**src/rtl/fb_mdu_ctrl.sv**
```systemverilog
`default_nettype none
// ============================================================================
// Module   : fb_mdu_ctrl
// Brief    : Iterative radix-2 RV32M multiply/divide sequencer (start/busy/done)
// Revision : 1.0  initial release
// ============================================================================
module fb_mdu_ctrl #(
    parameter int XLEN      = 32,
    parameter bit EARLY_OUT = 1'b1
) (
    input  logic            clk,
    input  logic            rst,
    input  logic            start,
    input  logic [7:0]      op,
    input  logic [XLEN-1:0] op1,
    input  logic [XLEN-1:0] op2,
    input  logic            flush,
    output logic            busy,
    output logic            done,
    output logic [XLEN-1:0] result
);

    localparam int              c_CNT_W = $clog2(XLEN);
    localparam logic [XLEN-1:0] c_MIN   = {1'b1, {(XLEN-1){1'b0}}};

    typedef enum logic [1:0] {
        S_IDLE = 2'd0,
        S_CALC = 2'd1,
        S_FIX  = 2'd2,
        S_DONE = 2'd3
    } state_t;

    state_t              state_q, state_d;
    logic [7:0]          op_q, op_d;
    logic [XLEN-1:0]     a_q, a_d;
    logic [2*XLEN-1:0]   acc_q, acc_d;
    logic [c_CNT_W-1:0]  cnt_q, cnt_d;
    logic                qneg_q, qneg_d;
    logic                rneg_q, rneg_d;
    logic                spec_q, spec_d;
    logic [XLEN-1:0]     spec_val_q, spec_val_d;
    logic [XLEN-1:0]     result_q, result_d;

    logic [7:0]          w_sel;
    logic                w_is_mul, w_n1, w_n2, w_spec, w_div_zero, w_ovf, w_accept;
    logic [XLEN-1:0]     w_mag1, w_mag2, w_spec_val, w_fix, w_lo, w_hi;
    logic [2*XLEN-1:0]   w_prod;
    logic [XLEN:0]       w_mul_sum, w_rem_sh, w_div_diff;

    // Multi-hot requests collapse onto the highest set bit (mul has priority).
    always_comb begin
        w_sel = '0;
        for (int i = 0; i < 8; i++) begin
            if (op[i]) w_sel = 8'(1) << i;
        end
    end

    always_comb begin
        w_is_mul   = |w_sel[7:4];
        w_n1       = (w_sel[7] | w_sel[6] | w_sel[5] | w_sel[3] | w_sel[1]) & op1[XLEN-1];
        w_n2       = (w_sel[7] | w_sel[6] | w_sel[3] | w_sel[1]) & op2[XLEN-1];
        w_mag1     = w_n1 ? -op1 : op1;
        w_mag2     = w_n2 ? -op2 : op2;
        w_div_zero = ~w_is_mul & (op2 == '0);
        w_ovf      = (w_sel[3] | w_sel[1]) & (op1 == c_MIN) & (op2 == '1);
        w_spec     = w_div_zero | w_ovf;
        if (w_div_zero)
            w_spec_val = (w_sel[3] | w_sel[2]) ? '1 : op1;
        else
            w_spec_val = w_sel[3] ? c_MIN : '0;
        w_accept   = start & (state_q == S_IDLE) & (|op) & ~flush;
    end

    // One iteration of either engine; acc holds {hi, lo} = {partial/rem, multiplier/quotient}.
    always_comb begin
        w_mul_sum  = {1'b0, acc_q[2*XLEN-1:XLEN]} + (acc_q[0] ? {1'b0, a_q} : '0);
        w_rem_sh   = acc_q[2*XLEN-1:XLEN-1];
        w_div_diff = w_rem_sh - {1'b0, a_q};
    end

    always_comb begin
        w_prod = qneg_q ? -acc_q : acc_q;
        w_lo   = acc_q[XLEN-1:0];
        w_hi   = acc_q[2*XLEN-1:XLEN];
        if (spec_q)                  w_fix = spec_val_q;
        else if (op_q[7])            w_fix = w_prod[XLEN-1:0];
        else if (|op_q[6:4])         w_fix = w_prod[2*XLEN-1:XLEN];
        else if (op_q[3] | op_q[2])  w_fix = qneg_q ? -w_lo : w_lo;
        else if (op_q[1] | op_q[0])  w_fix = rneg_q ? -w_hi : w_hi;
        else                         w_fix = '0;
    end

    always_comb begin
        state_d    = state_q;
        op_d       = op_q;
        a_d        = a_q;
        acc_d      = acc_q;
        cnt_d      = cnt_q;
        qneg_d     = qneg_q;
        rneg_d     = rneg_q;
        spec_d     = spec_q;
        spec_val_d = spec_val_q;
        result_d   = result_q;

        case (state_q)
            S_IDLE: begin
                if (w_accept) begin
                    op_d       = w_sel;
                    cnt_d      = c_CNT_W'(XLEN-1);
                    qneg_d     = w_n1 ^ w_n2;
                    rneg_d     = w_n1;
                    spec_d     = w_spec;
                    spec_val_d = w_spec_val;
                    a_d        = w_is_mul ? w_mag1 : w_mag2;
                    acc_d      = {{XLEN{1'b0}}, (w_is_mul ? w_mag2 : w_mag1)};
                    if (EARLY_OUT && w_spec) begin
                        state_d  = S_DONE;
                        result_d = w_spec_val;
                    end else begin
                        state_d  = S_CALC;
                    end
                end
            end
            S_CALC: begin
                if (|op_q[7:4])
                    acc_d = {w_mul_sum, acc_q[XLEN-1:1]};
                else if (w_div_diff[XLEN])
                    acc_d = {w_rem_sh[XLEN-1:0], acc_q[XLEN-2:0], 1'b0};
                else
                    acc_d = {w_div_diff[XLEN-1:0], acc_q[XLEN-2:0], 1'b1};
                if (cnt_q == '0) state_d = S_FIX;
                else             cnt_d   = cnt_q - 1'b1;
            end
            S_FIX: begin
                result_d = w_fix;
                state_d  = S_DONE;
            end
            default: state_d = S_IDLE;
        endcase

        // A kill leaves the published result untouched.
        if (flush) begin
            state_d  = S_IDLE;
            result_d = result_q;
        end
    end

    always_ff @(posedge clk) begin
        if (rst) begin
            state_q    <= S_IDLE;
            op_q       <= '0;
            a_q        <= '0;
            acc_q      <= '0;
            cnt_q      <= '0;
            qneg_q     <= 1'b0;
            rneg_q     <= 1'b0;
            spec_q     <= 1'b0;
            spec_val_q <= '0;
            result_q   <= '0;
        end else begin
            state_q    <= state_d;
            op_q       <= op_d;
            a_q        <= a_d;
            acc_q      <= acc_d;
            cnt_q      <= cnt_d;
            qneg_q     <= qneg_d;
            rneg_q     <= rneg_d;
            spec_q     <= spec_d;
            spec_val_q <= spec_val_d;
            result_q   <= result_d;
        end
    end

    assign busy   = (state_q != S_IDLE);
    assign done   = (state_q == S_DONE);
    assign result = result_q;

endmodule
`default_nettype wire
```
**config.mk**
```make
export PLATFORM = sky130hd
export DESIGN_NAME = fb_mdu_ctrl
export DESIGN_NICKNAME = d
export VERILOG_FILES = /design/src/rtl/fb_mdu_ctrl.sv
export SDC_FILE = /design/constraint.sdc
export NUM_CORES = 1
export LEC_CHECK = 0
export ABC_AREA = 0
export CORE_MARGIN = 2
export CORE_UTILIZATION = 40
export DETAILED_ROUTE_END_ITERATION = 6
export PLACE_DENSITY = 0.67
export SYNTH_ARGS = -nofsm -noshare
export SYNTH_HDL_FRONTEND = slang
export SYNTH_SLANG_ARGS = --single-unit
```
**constraint.sdc**
```tcl
create_clock -name clk -period 3.6 [get_ports clk]
set_input_delay 0.54 -clock clk [delete_from_list [all_inputs] [get_ports clk]]
set_output_delay 0.54 -clock clk [all_outputs]
set_load 0.02 [all_outputs]
```
After elaboration in Yosys (flattened, before gate mapping). Index checks and enable logic that the tools add are counted.

Memories kept: 0. Output and inout bits: 34. Word-level logic and storage cells: 103. Input port bits: 76. Memory bits (read-only): 0. RAM bits: 0. Latch bits: 0. Flip-flop bits (word level): 178.

$lt $le $gt $ge: 0. Multipliers: 0. Shift-type cells: 0. Bitwise operators: 22. Divide/modulo/power cells: 0. Eq/ne operators: 9. Add/subtract/negate cells: 8. Reduce and logical (&&, ||, !) cells: 16. Muxes and demuxes: 38.

Operators with widths (count): $mux 32 (17); $mux 64 (4); $neg 32->32 (4); $pmux 64 s2 (1); $eq 32x32->1 const B (2); $neg 64->64 (1); $pmux 32 s2 (1); $mux 8 (6); $add 32x32->33 (1); $sub 33x32->33 (1); $logic_not 32->1 (1); $or 1x1->1 (11); $mux 5 (2); $pmux 5 s2 (1); $and 1x1->1 (8); $mux 2 (4); $ne 2x2->1 const B (4); $reduce_or 4->1 (2); $reduce_or 8->1 (1); $pmux 2 s3 (1); $reduce_and 2->1 (3); $reduce_bool 2->1 (3); $logic_not 5->1 (1); $sub 5x1->5 const B (1); 10 further kinds (12).

Depth between registers and ports, before layout.
Depth after elaboration: 17. Mapped depth: 14.

Worst setup path after synthesis. No wires, ideal clock.

Path type: register to register. From: register acc_q[31]. To: register acc_q[45]. Library setup time: 0.117 ns. Path slack: 0.274 ns. Arrival time: 3.209 ns. Path buffers: 1. Period minus slack after synthesis: 3.326 ns. Stages on the path, launching flop included: 14. Cells stage by stage: dfxtp_1 > inv_1 > ha_1 > fa_1 > nand2b_1 > a21oi_1 > o211ai_1 > a21oi_1 > nor3_2 > xnor2_1 > buf_2 > mux2i_1 > mux2i_1 > a22o_1.

Cells in the longest elaborated chain, start to end: 4.

Ends and longest elaborated chain: from (decl) (line 36) `logic [2*XLEN-1:0] acc_q, acc_d;`; from (signal assigned) (line 153) `acc_q <= '0;`; from (signal assigned) (line 164) `acc_q <= acc_d;`; $sub 33x32->33 (line 78) `w_div_diff = w_rem_sh - {1'b0, a_q};`; $mux 64 (line 127) `else if (w_div_diff[XLEN])`; $mux 64 (line 125) `if (|op_q[7:4])`; $pmux 64 s2 (line 105) `case (state_q)`.

Every way passes these cells. A chain may end at the register's enable or synchronous reset.

Worst setup path in the final report.
From: input op2[0]. To: register result_q[21] (netlist: result[21]).

Cells in the longest elaborated chain, start to end: 6. Elaborated cells on any way between the ends: 11.

Ends and longest elaborated chain: from (decl) (line 16) `input logic [XLEN-1:0] op2,`; $logic_not 32->1 (line 64) `w_div_zero = ~w_is_mul & (op2 == '0);`; $and 1x1->1 (line 64); $mux 32 (line 67) `if (w_div_zero)`; $mux 32 (line 116) `if (EARLY_OUT && w_spec) begin`; $mux 32 (line 107) `if (w_accept) begin`; $pmux 32 s2 (line 105); to (signal assigned) (line 170) `result_q <= result_d;`; to (decl) (line 42) `logic [XLEN-1:0] result_q, result_d;`.

Several ways; a longest one is shown, not always the timed one. The select of a mux whose other input is x is not followed.

==> results.py <==
metrics = {
    "status": {
        "outcome": "complete, no violations",
    },
    "power_and_ir_drop": {
        "power_density_nw_per_um2": 291.8,
        "swShare_pct": 36.73,
        "seqPwrFrac_pct": 35.2,
        "ir_drop_mv": 0.3089,
        "pwr-share-comb_pct": 32.7,
        "clkPwrFrac_pct": 32.1,
        "leakagePower_nw": 8.124,
        "switching_power_w": 0.002213,
        "p_int_w": 0.003812,
    },
    "logic_synthesis": {
        "synth_fp_nets": 2550,
        "syn-cell-area_um2": 16750,
        "synth-seq-cells": 178,
        "synth.most_common_cell": "nand2_1",
        "yosysTopAreaCell": "dfxtp_1",
        "synthTopCellsByArea": "dfxtp_1, nand2_1, a21oi_1, ha_1, o21ai_0",
        "synth_commonest_cells": "nand2_1, nor2_1, a21oi_1, o21ai_0, dfxtp_1",
        "syn_inst": 2396,
        "avgSynthCellArea_um2": 6.993,
        "synth_enable_flop_cells": 0,
        "synth-main-ff-cell": "dfxtp_1",
        "ys_seq_area_share_pct": 21.27,
        "yosysTopAreaCellShare_pct": 21.27,
        "async_flop_share_pct": 0,
        "yosysUniqueCellTypes": 88,
        "ys_warn_count": 0,
    },
    "final_layout": {
        "antenna_cells": 0,
        "postLayoutCellArea_um2": 20650,
        "area_growth_pct": 23.24,
        "n_fill_cell": 4115,
        "multi_input_area_um2": 12340,
        "layout-drive-gt1-share_pct": 13.96,
        "layoutNonFillerInstCount": 3133,
        "regArea_um2": 3565,
        "nNetsFinal": 2742,
    },
    "timing": {
        "slew_viol_final": 0,
        "clock.fmax_mhz": 288.1,
        "hold_violations": 0,
        "slew_headroom_pct": 41.17,
        "setup_viol": 0,
        "holdWs_ps": 453.1,
        "skew_ps": 16.08,
        "setup_tns_ps": 0,
        "fin_crit_sh_pct": 96.43,
        "worstMarginPinSlew_ps": 871.0,
        "final.min_clock_period_ps": 3472,
    },
    "setup_path": {
        "cp_slowest_cell": "or4b_1",
        "worstPathArrival_ps": 3840,
        "crit_chain": "clkdlybuf4s50_1 > inv_1 > ha_1 > or4b_1 > nor4_4 > nand4_1 > buf_4 > or4_1 > buf_4 > o21ai_4 > buf_4 > clkbuf_16 > o21ai_1 > o32ai_1",
        "cp_max_fo": 10,
        "path_class": "input port to register",
        "critPathMaxStageDelay_ps": 510,
        "end_kind": "register",
        "crit_path_start_kind": "input port",
        "critPathRequiredTime_ps": 3970,
        "crit_top_cell": "buf_4",
    },
    "floorplanning": {
        "die_h_um": 208.7,
        "die_width_um": 208.7,
        "fp.coreArea_um2": 41110,
        "start_util_pct": 40.76,
        "fp-row-count": 74,
        "io_pins": 110,
        "die-area_um2": 43540,
    },
    "cts": {
        "cts_tree": "built",
        "htreeDepth": 4,
        "cts_buffers": 17,
        "path_clk_slew_ps": 70,
        "cts.path.max_buffers": 2,
        "clock-sinks": 178,
        "ctsHoldBuffers": 0,
        "clock-root-buffer": "clkbuf_16",
        "insertion_delay_ps": 460,
    },
    "route": {
        "first_pass_iters": 6,
        "num_vias": 19573,
        "drt_wl_total_um": 71790,
        "route.detailed.drc": 0,
        "wire_per_inst_um": 22.91,
        "drtAntennaViolNets": 0,
        "first_iter_violations": 2759,
        "via_per_inst": 6.247,
    },
    "global_routing": {
        "grt_max_degree": 106,
        "gr-total-overflow": 0,
        "antenna_found_initial": 0,
        "grt_pass1_wl_um": 108400,
        "grt_pass1_vias": 18027,
        "grt_util_all_layers_pct": 31.93,
    },
    "place": {
        "gp_congestion": 1.031,
        "place_inst": 3093,
        "io_buffer_count": 109,
        "place_area_um2": 19850,
        "dp_hpwl_um": 55090,
    },
    "hold_path": {
        "hold_path_class": "register to register",
    },
    "job": {
        "maxCapViolCount": 0,
    },
}
layer usage:
layer,GRT usage [%],vias up,share of wire [%]
li1,-,9115,-
met1,43.91,9203,43
met2,49.09,1107,43
met3,6.147,148,9.8
met4,12.78,0,4.2
met5,0,-,0
timing repair:
action,in CTS,in global routing
pin swaps,0,6
resized for setup,1,26
setup endpoints to repair,12,38
buffers inserted,0,7
gates cloned,0,1
layout by cell type (no fill, tap or decap), types with 7 or more instances in the layout:
cell and count:
a31oi_1 15, clkbuf_16 18, a21oi_1 190, nand3_1 39, nor2b_1 23, buf_12 14, o22ai_1 15, and3_1 9
nand2_1 313, a22oi_1 12, o21a_1 13, a211oi_1 61, a22o_1 9, nor4_1 18, nor3_1 57, o21ai_0 185
a221o_1 7, dfxtp_1 177, a21o_1 44, o31ai_1 33, xor2_1 94, o221ai_1 21, ha_1 72, clkdlybuf4s50_1 108
a311oi_1 22, o211ai_1 64, nor2_1 237, nand2b_1 19, xnor2_1 89, or2_2 18, or4_1 22, mux2i_1 28
inv_1 69, or3_1 26, o41ai_1 23, buf_4 242, nand4_1 31
power groups by stage:
stage	registers (W)	logic, W	clock network [W]
finish	0.00212	0.00197	0.00193
CTS	0.00212	0.00189	0.00193
detailed placement	0.00216	0.00187	0
global placement	0.00216	0.00186	0
global route	0.00213	0.00210	0.00201
floorplan	0.00212	0.00111	0
cells by family after synthesis:
kind of cell,count (synthesis),synth area share (%)
xor gates and xnor gates,185,9.671
and+or+nand+nor,864,24.08
adders and majority gates,78,5.914
DFF,178,21.27
buffers and inverters,266,6.109
muxes,31,1.874
AOI/OAI and AO/OA,794,31.09
worst paths after layout:
check	startpoint	to	slack (ps)	depth (start not counted)
worst min register to register	spec_val_q[11]	spec_val_q[11]	450	2
worst max-delay path	op2[0]	result[21]	130	14
worst max register to register	acc_q[0]	acc_q[61]	180	15
worst min-delay path	spec_val_q[11]	spec_val_q[11]	450	2
final cells by class:
class                           instances  area share, %
Clock inverter                         13         0.5999
Multi-Input combinational cell       1952          59.77
Tap cell                              532          3.224
Clock buffer                           19          2.194
Sequential cell                       178          17.26
Timing Repair Buffer                  367          15.62
Inverter                               72          1.327
per-stage QoR:
step           power [W]  setup WS, ps  utilization (%)
3_3_place_gp    0.004023        -273.3            48.29
3_5_place_dp    0.004038        -340.8            48.29
2_1_floorplan   0.003233         274.4                -
5_1_grt         0.006237        -3.136            50.23
6_report        0.006025         128.5            50.23
4_1_cts         0.005932         18.49            49.71
flip-flops by register name (all words and copies together), names as in the netlist:
| register | cells |
|---|---|
| spec_q | 1 |
| op_q | 8 |
| state_q | 2 |
| acc_q | 64 |
| qneg_q | 1 |
| result | 32 |
| rneg_q | 1 |
| spec_val_q | 32 |
| cnt_q | 5 |
| a_q | 32 |
worst max-delay path: cells and delay by family:
| kind | cells | cell delay (ps) |
|---|---|---|
| adder cells (fa/ha/maj) | 1 | 170 |
| AO/OA/AOI/OAI | 3 | 510 |
| AND/OR/NAND/NOR | 4 | 1430 |
| buffers and inverters | 6 | 1180 |
Note: power is estimated with default switching activity, not from simulation.
